File: src/rtl/sorter_pkg.sv
// Shared definitions for the odd-even transposition sort slice.
// Contents:
//   WORD_W        data word width
//   word_t        one sort word
//   ctrl_state_t  stream controller FSM states
//   clog2()       index width helper, never narrower than one bit
package sorter_pkg;

  localparam int WORD_W = 32;

  typedef logic [WORD_W-1:0] word_t;

  typedef enum logic [2:0] {
    FILL,
    LOAD,
    SORT,
    CAPTURE,
    DRAIN
  } ctrl_state_t;

  // Width needed to index n items. Returns at least 1 so that the
  // degenerate cases still give a legal vector.
  function automatic int clog2(input int n);
    int w;
    w = 0;
    while ((1 << w) < n) w++;
    return (w < 1) ? 1 : w;
  endfunction

endpackage

File: src/rtl/sort_stream_controller.sv
// Streaming front/back end for the N-lane systolic sorter.
// Collects up to N words from a valid/ready stream, pulses sort_load with
// the lanes presented on sort_data_flat, waits SORT_CYCLES cycles, captures
// sort_result_flat and then streams the N result lanes out, lane 0 first.
// Ports:
//   clk, rst           clock, synchronous active-high reset
//   s_valid/s_ready    input stream handshake
//   s_data, s_last     input word; s_last closes a short frame
//   m_valid/m_ready    output stream handshake
//   m_data, m_last     output word; m_last marks lane N-1
//   sort_load          one-cycle load strobe to the sorter
//   sort_data_flat     lanes to the sorter, lane i at [i*32 +: 32]
//   sort_result_flat   sorted lanes back from the sorter
//   busy               high in every state except FILL
module sort_stream_controller
  import sorter_pkg::*;
#(
  parameter int          N           = 8,
  parameter int          SORT_CYCLES = N,
  parameter logic [31:0] PAD_VALUE   = 32'hFFFF_FFFF
) (
  input  logic                clk,
  input  logic                rst,
  input  logic                s_valid,
  output logic                s_ready,
  input  logic [31:0]         s_data,
  input  logic                s_last,
  output logic                m_valid,
  input  logic                m_ready,
  output logic [31:0]         m_data,
  output logic                m_last,
  output logic                sort_load,
  output logic [N*WORD_W-1:0] sort_data_flat,
  input  logic [N*WORD_W-1:0] sort_result_flat,
  output logic                busy
);

  localparam int IDX_W = clog2(N);
  localparam int CNT_W = clog2(SORT_CYCLES);
  localparam logic [IDX_W-1:0] LAST_IDX = IDX_W'(N - 1);
  localparam logic [CNT_W-1:0] LAST_CNT = CNT_W'(SORT_CYCLES - 1);

  ctrl_state_t      state;
  logic [IDX_W-1:0] fill_idx;
  logic [IDX_W-1:0] drain_idx;
  logic [CNT_W-1:0] sort_cnt;
  word_t            fill_buf [N];
  word_t            res_buf  [N];

  always_ff @(posedge clk) begin
    if (rst) begin
      state     <= FILL;
      fill_idx  <= '0;
      drain_idx <= '0;
      sort_cnt  <= '0;
      // NOTE: both lane buffers are reset on purpose: lanes a short frame
      // never writes must read back as PAD_VALUE, so the storage itself
      // carries architectural reset state rather than being left as X.
      for (int i = 0; i < N; i++) begin
        fill_buf[i] <= PAD_VALUE;
        res_buf[i]  <= PAD_VALUE;
      end
    end else begin
      case (state)
        FILL: begin
          if (s_valid) begin
            fill_buf[fill_idx] <= s_data;
            // The index stays in range on the closing accept; CAPTURE
            // clears it before the next frame anyway.
            if (fill_idx == LAST_IDX || s_last) state <= LOAD;
            else                                fill_idx <= fill_idx + 1'b1;
          end
        end
        LOAD: begin
          sort_cnt <= '0;
          state    <= SORT;
        end
        SORT: begin
          if (sort_cnt == LAST_CNT) begin
            sort_cnt <= '0;
            state    <= CAPTURE;
          end else begin
            sort_cnt <= sort_cnt + 1'b1;
          end
        end
        CAPTURE: begin
          // Results are taken and the fill side is re-padded on the same
          // edge, so the sorter input is clean before FILL reopens.
          for (int i = 0; i < N; i++) begin
            res_buf[i]  <= sort_result_flat[i*WORD_W +: WORD_W];
            fill_buf[i] <= PAD_VALUE;
          end
          fill_idx <= '0;
          state    <= DRAIN;
        end
        DRAIN: begin
          if (m_ready) begin
            if (drain_idx == LAST_IDX) begin
              drain_idx <= '0;
              state     <= FILL;
            end else begin
              drain_idx <= drain_idx + 1'b1;
            end
          end
        end
        default: state <= FILL;
      endcase
    end
  end

  // Outputs decode straight from the state register. s_ready also
  // looks at rst so it is low for the whole reset cycle and high in the
  // very first cycle after release.
  assign s_ready   = (state == FILL) && !rst;
  assign sort_load = (state == LOAD);
  assign busy      = (state != FILL);
  assign m_valid   = (state == DRAIN);
  assign m_last    = (state == DRAIN) && (drain_idx == LAST_IDX);
  assign m_data    = res_buf[drain_idx];

  for (genvar g = 0; g < N; g++) begin : g_lane
    assign sort_data_flat[g*WORD_W +: WORD_W] = fill_buf[g];
  end

endmodule
File: config.mk
export PLATFORM = sky130hd
export DESIGN_NAME = sort_stream_controller
export DESIGN_NICKNAME = d
export VERILOG_FILES = /design/src/rtl/sorter_pkg.sv /design/src/rtl/sort_stream_controller.sv
export SDC_FILE = /design/constraint.sdc
export NUM_CORES = 1
export LEC_CHECK = 0
export ABC_AREA = 1
export BUFFER_PORTS_ARGS = -buffer_cell sky130_fd_sc_hd__buf_2
export CELL_PAD_IN_SITES_DETAIL_PLACEMENT = 0
export CELL_PAD_IN_SITES_GLOBAL_PLACEMENT = 2
export CORE_MARGIN = 5
export CORE_UTILIZATION = 30
export DETAILED_ROUTE_END_ITERATION = 7
export PLACE_DENSITY_LB_ADDON = 0.05
export SETUP_SLACK_MARGIN = 0.5
export SKIP_CTS_REPAIR_TIMING = 1
export SYNTH_ARGS = -nofsm -noshare
export SYNTH_HDL_FRONTEND = slang
export SYNTH_SLANG_ARGS = --single-unit
File: constraint.sdc
create_clock -name clk -period 10.02 [get_ports clk]
set_input_delay 2.004 -clock clk [delete_from_list [all_inputs] [get_ports clk]]
set_output_delay 2.004 -clock clk [all_outputs]
set_load 0.02 [all_outputs]
==> results of run 1 <==
-- registers in the layout, indices dropped and copies added (netlist names), named ones only --
| register | count |
|---|---|
| fill_idx | 3 |
| sort_cnt | 3 |
| drain_idx | 3 |
| state | 3 |
| fill_buf | 256 |
| res_buf | 256 |
-- through the flow --
stage | instances | worst slack [ps] | utilization | power, W | cell area (sq um)
2_1_floorplan | 1955 | 2330 | - | 0.002755 | 21920
3_3_place_gp | 3411 | 4280 | 0.3533 | 0.002927 | 25690
3_5_place_dp | 3411 | 4231 | 0.3533 | 0.002928 | 25690
4_1_cts | 3521 | 4456 | 0.3788 | 0.005052 | 27540
5_1_grt | 3521 | 4279 | 0.3788 | 0.005168 | 27540
6_report | 3525 | 4629 | 0.3789 | 0.004978 | 27550
-- worst min-delay path: stages (launching register included) --
cell and delay [ps]:
sky130_fd_sc_hd__dfxtp_1 310, sky130_fd_sc_hd__nand2_1 60, sky130_fd_sc_hd__a21oi_1 50
-- layer usage --
metal | up-vias | share of wire | track usage
met5 | - | 0.00036 | 0
met4 | 4 | 0.029 | 0.04782
met3 | 115 | 0.063 | 0.03986
met2 | 488 | 0.50 | 0.3045
met1 | 7398 | 0.41 | 0.2260
li1 | 7467 | - | -
-- layout by cell type, fill, tap and decap left out, types with 3 or more instances in the layout --
master	Yosys	routed
sky130_fd_sc_hd__buf_2	27	585
sky130_fd_sc_hd__edfxtp_1	512	512
sky130_fd_sc_hd__o21ai_4	0	8
sky130_fd_sc_hd__ha_1	6	6
sky130_fd_sc_hd__nand2_4	3	3
sky130_fd_sc_hd__or2_2	64	64
sky130_fd_sc_hd__clkbuf_16	0	59
sky130_fd_sc_hd__diode_2	0	4
sky130_fd_sc_hd__nand2_1	564	563
sky130_fd_sc_hd__nand3_1	8	8
sky130_fd_sc_hd__a21oi_1	7	7
sky130_fd_sc_hd__o21ai_0	184	176
sky130_fd_sc_hd__inv_1	243	242
sky130_fd_sc_hd__o21ai_1	20	20
sky130_fd_sc_hd__buf_4	0	13
sky130_fd_sc_hd__clkbuf_1	41	11
sky130_fd_sc_hd__clkinv_2	0	11
sky130_fd_sc_hd__bufinv_16	0	5
sky130_fd_sc_hd__nor2_8	8	8
sky130_fd_sc_hd__nor2_1	215	214
sky130_fd_sc_hd__clkinv_1	0	20
sky130_fd_sc_hd__dfxtp_1	15	12
-- cell type report --
cell class	count	area (sq um)
antenna	4	10.01
timing repair buffer	599	3045
inverter	244	918.4
clock buffer	70	1518
clock inverter	40	336.6
tap	959	1200
fill	7318	45160
multi-input combinational	1082	4838
sequential	527	15680
-- logic make-up (layout without fill, tap and decap cells) --
group / after synthesis / in the layout / share of synthesized area
adder cells (fa/ha/maj): 6 / 6 / 0.003426
buffers and inverters: 346 / 953 / 0.06909
AND/OR/NAND/NOR: 865 / 865 / 0.1640
flip-flops: 527 / 527 / 0.7153
AO/OA/AOI/OAI: 211 / 211 / 0.04819
other: 0 / 4 / 0
-- power breakdown --
part / switching, W / internal (W) / leakage, nW
combinational: 0.000273 / 0.000104 / 4.66
sequential: 0.0000186 / 0.00247 / 3.78
clock: 0.000901 / 0.00121 / 0.909
total: 0.00119 / 0.00379 / 9.35
-- worst min-delay path by stage --
stage,start,end,slack [ps],cells past startpoint
2_1_floorplan,sort_cnt[0],sort_cnt[0],430,1
3_3_place_gp,sort_cnt[1],sort_cnt[1],450,2
3_5_place_dp,sort_cnt[2],sort_cnt[2],460,2
4_1_cts,sort_cnt[2],sort_cnt[2],470,2
5_1_grt,sort_cnt[2],sort_cnt[2],490,2
6_report,sort_cnt[2],sort_cnt[2],470,2
==> metrics list, run 1 <==
- Cell type group with the largest total delay on the critical path: buffers and inverters
- Counting buffers and inverters, the worst setup path is 7 cells deep.
* Worst-skew pair later-pin latency: 630 ps
- Number of distinct library cells after synthesis: 22
- The critical path in this run is classified as flop to output pin.
- Pin count of the biggest net entering global routing: 193
* Vias: 15.47k
- The first detailed-routing pass ran for 5 iterations.
- After floorplanning, the core was sized to cover 72,710 sq um.
- The largest individual stage delay along the critical path comes from the cell sky130_fd_sc_hd__buf_4.
- Status: finished, final reports clean
- In this design, the stage delay of the slowest critical-path cell is 770 ps.
- The worst setup path is launched from a flop.
- The endpoint identified for the worst register-to-register timing path is res_buf[6][2].
- Timing-limited maximum frequency: 0.1855 GHz
* Root buf cell: sky130_fd_sc_hd__clkbuf_16
- After synthesis the netlist holds a flip-flop and latch count of 527.
- For this block, the routed nets add up to 72,420 um of wire.
- Adding up every negative setup slack in the final design gives 0 ps.
* Starting density of the core: 0.3014
* Cell Area, Synth: 21,910 sq um
* Final hold violations: 0
- Fin nets: 2,812
- The number of nets in the synthesized netlist is 2,254.
- Wire length of the first global-routing pass: 104,500 um
- After synthesis, the share of flip-flops with an asynchronous set or reset is 0.
- The number of global-route vias before repair is 15.81k.
- The H-tree was split into 2 levels.
- Across the run, the number of max-cap violations was 0.
- Crit path buffers/inverters: 3
* Top post-synthesis cells by count: sky130_fd_sc_hd__nand2_1, sky130_fd_sc_hd__edfxtp_1, sky130_fd_sc_hd__inv_1
* Largest area contributor in the netlist: sky130_fd_sc_hd__edfxtp_1
* Count of pins over their slew limit: 0
* Final period utilization: 0.5381
- In this run the tool buffered the top-level ports with 585 buffer cells.
- Clock transition at the registers of the reported paths: 60 ps
- Largest cells by area after synthesis: sky130_fd_sc_hd__edfxtp_1, sky130_fd_sc_hd__nand2_1, sky130_fd_sc_hd__o21ai_0
* Congestion Overflow GR: 0
- The worst register-to-register path has a setup slack of 6550 ps.
* VDD IR-drop max: 0.1315 mV
* Clock tree from TritonCTS: done
* Nature of the critical path endpoint: output pin
* Unrepaired setup endpoints after global routing: no
- Die Ht: 280.3 um
- Hold is met by 465.4 ps.
- Post-route minimum period: 5391 ps
- The startpoint identified for the worst register-to-register timing path is state[1].
* Synth Instances: 1,955
* Primary FF master, synth: sky130_fd_sc_hd__edfxtp_1
- Number of enable flip-flop cells after synthesis: 512
- After detailed routing, the number of remaining DRC violations is 0.
- Clk sink count: 527
- At the end of routability-driven placement, the weighted congestion stood at 0.7874.
* Total die area: 78,550 sq um
* Half-perimeter wire length after placement: 50,540 um
* First DRT Iteration DRCs: 841
* Area growth syn-to-layout: 25.72%
- Measured against its own limit, the worst slew margin works out to 0.2099.
- Horizontal die dimension: 280.3 um
- Routed vias/inst: 4.389
* Area share of the leading cell type in the synthesized netlist: 0.7016
- TritonCTS created 59 clock buffers.
* Number of placement rows: 99
- STA puts the critical path data required time at 8020 ps.
- Worst slew pin tran: 1181 ps
* Most common cell in the synthesized netlist: sky130_fd_sc_hd__nand2_1
- The initial antenna violation count was 12.
- Crit Path Max Fanout: 76
* Number of warnings reported in the yosys synthesis log: 0
- Count of nets left with antenna violations after detail routing: 0
- Across the routed clock network, the largest skew measured is 18.19 ps.
* Total power density per cell area: 180.7 nW/um^2
- Final setup vio count: 0
- Walking the worst path, the cells encountered are inv_4, buf_4, o21ai_0, o21ai_1, nand2_1, nand2_1, buf_2.
- Kind of path behind the tightest hold check: flop to flop
- Routed length per instance: 20.55 um
- Across every metal layer, demand over resource in global routing totals 0.1768.
- The most critical setup path has its endpoint at m_data[25].
- In the final layout, the share of cells above drive strength 1 is 0.3005.
- Static Leakage: 9.349 nW
- Most common cell on crit path: sky130_fd_sc_hd__nand2_1
* Reg2reg path depth: 4
- Maximum root-to-sink buffer count: 3
- I/O Pins: 586
- At the worst endpoint, the arrival time is 3390 ps.
* Syn Area/Cell: 11.21 sq um
* Sequential-to-total area share from yosys stat: 0.7153
Note: power is estimated with default switching activity, not from simulation.
==> inputs of run 2 (changes only) <==
Clock period 10.02 ns to 4.75 ns, I/O delays scaled along.
==> run 2 against run 1 <==
Against the previous run: first-iteration DRC count is 14% higher; highest routed layer unchanged; worst hold slack worse by 7.4 ps; sequential cell count stayed put; cell area is 0.49% higher; worst setup slack worse by 3800 ps; wire length decreased by 1.6%.
==> metrics list, run 2 (synthesis gave the netlist of run 1 again) <==
- DRC violation count after routing: 0 (unchanged)
* Worst Skew: 19.63 ps (was 18.19 ps)
- Maximum root-to-sink buffer count: 3 (unchanged)
* Number of fill cells: 7,367 (was 7,318)
- The die height was 280.3 um (unchanged).
- The internal power was 0.008171 W (was 0.003785 W).
* Cell count after placement: 3,413 (was 3,411)
* Weighted congestion at the end of routability-driven global placement: 0.8050 (was 0.7874)
- Total power density per cell area: 385.5 nW/um^2 (was 180.7 nW/um^2)
* Summed negative setup slack over all endpoints: 0 ps (unchanged)
* Fin nets: 2,815 (was 2,812)
- Timing would allow up to 0.2525 GHz.
- The overall fraction of global-route tracks in use was 0.1741 (was 0.1768).
* Required @ worst endpoint: 3800 ps (was 8020 ps)
- The routed via count was 15.49k (was 15.47k).
* Drt first pass iters: 5 (unchanged)
- The CTS tree is done (unchanged).
- Routed length per instance: 20.20 um (was 20.55 um)
- The buffer and inverter count on the worst path was 3 (unchanged).
* Reg power frac: 0.493 (was 0.501)
* Cells traversed along the worst timing path: inv_4, buf_4, nor2_1, o21ai_0, nand2_1, nand2_1, buf_2 (was inv_4, buf_4, o21ai_0, o21ai_1, nand2_1, nand2_1, buf_2)
- The effective utilization at floorplan is 0.3014 (unchanged).
- Core ar.: 72,710 sq um (unchanged)
* Clk sink count: 527 (unchanged)
- Number of placement rows: 99 (unchanged)
- The width of the chip came to 280.3 um (unchanged).
- Slowest cell on the critical path: sky130_fd_sc_hd__inv_4 (was sky130_fd_sc_hd__buf_4)
- The largest net degree at the start of global routing was 193 (unchanged).
* Root buf cell: sky130_fd_sc_hd__clkbuf_16 (unchanged)
* Half-perimeter wire length after placement: 51,120 um (was 50,540 um)
- Count of nets left with antenna violations after detail routing: 0 (unchanged)
- The largest stage delay on the critical path was 700 ps (was 770 ps).
- The start point of the worst hold path is sort_cnt[0] (was sort_cnt[2]).
* Worst-case register-to-register setup slack: 1780 ps (was 6550 ps)
- Final period utilization: 0.8337
- Switching component of the power: 0.002500 W (was 0.001193 W)
* I/O Pins: 586 (unchanged)
* Worst-skew pair later-pin latency: 620 ps (was 630 ps)
* Area growth syn-to-layout: 26.34% (was 25.72%)
- The worst-case setup slack after placement came to 1324 ps (was 4231 ps).
* Final setup margin: 790.1 ps (was 4629 ps)
* VDD IR-drop max: 0.3122 mV (was 0.1315 mV)
- Static Leakage: 9.423 nW (was 9.349 nW)
* Worst slew pin tran: 1100 ps (was 1181 ps)
* Max transition margin: 0.2640 (was 0.2099)
- The largest fanout on the critical path is 78 (was 76).
- Status: finished, final reports clean (unchanged).
- Largest registers: fill_buf x256, res_buf x256 (unchanged).
* Startpoint type of the worst setup path: flop (unchanged)
- The quantity of I/O buffers inserted on ports was 585 (unchanged).
* First DRT Iteration DRCs: 955 (was 841)
- The final setup violation count came to 0 (unchanged).
- The average vias per placed instance came to 4.388 (was 4.389).
- The non-filler instance count after layout is 3,530 (was 3,525).
- Post-Route WL: 71,290 um (was 72,420 um)
* Number of global-route vias before repair: 16.12k (was 15.81k)
- Most frequent cells in the layout: sky130_fd_sc_hd__buf_2, sky130_fd_sc_hd__nand2_1, sky130_fd_sc_hd__edfxtp_1 (unchanged).
- Congestion Overflow GR: 0 (unchanged)
- Fraction of layout instances using a drive strength above 1: 0.3031 (was 0.3005)
- The category of the critical setup timing path is flop to output pin (unchanged).
* Count of pins over their slew limit: 0 (unchanged)
- The most frequent cell on the critical path is sky130_fd_sc_hd__nand2_1 (unchanged).
- Switching share of power: 0.2343 (was 0.2397)
- Worst endpoint data arrival time: 3010 ps (was 3390 ps)
- The number of levels in the clock H-tree came to 2 (unchanged).
- Unrepaired setup endpoints after global routing: no (unchanged).
- Combinational share of power: 0.074 (was 0.076)
* Inserted Clock Buffers: 60 (was 59)
* Total die area: 78,550 sq um (unchanged)
- Nature of the critical path endpoint: output pin (unchanged)
* Final hold violations: 0 (unchanged)
* Kind of path behind the tightest hold check: flop to flop (unchanged)
- Number of max-cap violations: 0 (unchanged)
* Reg-to-reg critical path startpoint: state[1] (unchanged)
* Wire length of the first global-routing pass: 103,600 um (was 104,500 um)
* Relative contribution of the clock network to total power: 0.434 (was 0.424)
- The routed design could run at a clock period as short as 3960 ps.
- The clock transition at the registers of the reported paths came to 60 ps (about the same).
* Most common library cell in the layout ignoring fill and taps: sky130_fd_sc_hd__buf_2 (unchanged)
* Cell type group with the largest total delay on the critical path: buffers and inverters (unchanged)
* Number of antenna violations at the first check in global routing: 11 (was 12)
## run 2: changes by cell type in the layout (fill, tap and decap cells not counted)
cell | previous run | this run
sky130_fd_sc_hd__buf_12 | 1 | 2
sky130_fd_sc_hd__clkbuf_1 | 11 | 17
sky130_fd_sc_hd__clkbuf_16 | 59 | 61
sky130_fd_sc_hd__clkinv_1 | 20 | 11
sky130_fd_sc_hd__clkinv_2 | 11 | 12
sky130_fd_sc_hd__bufinv_16 | 5 | 6
sky130_fd_sc_hd__clkinvlp_4 | 1 | 0
sky130_fd_sc_hd__buf_4 | 13 | 14
sky130_fd_sc_hd__clkbuf_8 | 0 | 3
## run 2: layout make-up
type | instances | area (sq um) | share of cell area
inverters | 244 | 918.4 | 0.03317
clock inverters | 32 | 330.3 | 0.01193
multi-input cells | 1082 | 4838 | 0.1748
flip-flops and latches | 527 | 15680 | 0.5665
well taps | 959 | 1200 | 0.04334
repair buffers | 601 | 3073 | 0.1110
clock buffers | 81 | 1632 | 0.05893
diodes | 4 | 10.01 | 0.0003615
## run 2: worst paths after layout
kind	to	depth (start not counted)
setup / recovery	m_data[20]	7
hold / removal	sort_cnt[0]	1
setup reg to reg	fill_buf[7][17]	5
hold reg to reg	sort_cnt[0]	1
## run 2: stage by stage
stage            util  hold WS, ps  cell area, sq um  total power [W]
6_report       0.3808        458.0             27690          0.01067
5_1_grt        0.3806        496.1             27680          0.01111
4_1_cts        0.3806        461.0             27680          0.01085
3_5_place_dp   0.3536        453.5             25710         0.006168
3_3_place_gp   0.3536        454.6             25710         0.006164
2_1_floorplan       -        429.7             21930         0.005798
## run 2: power groups by stage
stage | Combinational (W) | Clock (W) | Sequential [W]
floorplan | 0.000400 | 0 | 0.00540
global route | 0.000873 | 0.00498 | 0.00526
finish | 0.000785 | 0.00463 | 0.00526
global placement | 0.000808 | 0 | 0.00536
CTS | 0.000813 | 0.00478 | 0.00526
detailed placement | 0.000811 | 0 | 0.00536
## run 2: routing by layer
metal | wire length [um] | part of all wire | track usage
met1 | 29350 | 0.41 | 0.2207
met2 | 34960 | 0.49 | 0.2992
met3 | 4339 | 0.061 | 0.03428
met4 | 2621 | 0.037 | 0.06006
met5 | 13 | 0.00018 | 0
## run 2: worst reg2reg max path, stage by stage (launching register included)
cell                      delay, ps
sky130_fd_sc_hd__dfxtp_1        410
sky130_fd_sc_hd__nand3_1        400
sky130_fd_sc_hd__nand2_8        580
sky130_fd_sc_hd__inv_1          500
sky130_fd_sc_hd__o21ai_4        320
sky130_fd_sc_hd__buf_4          390
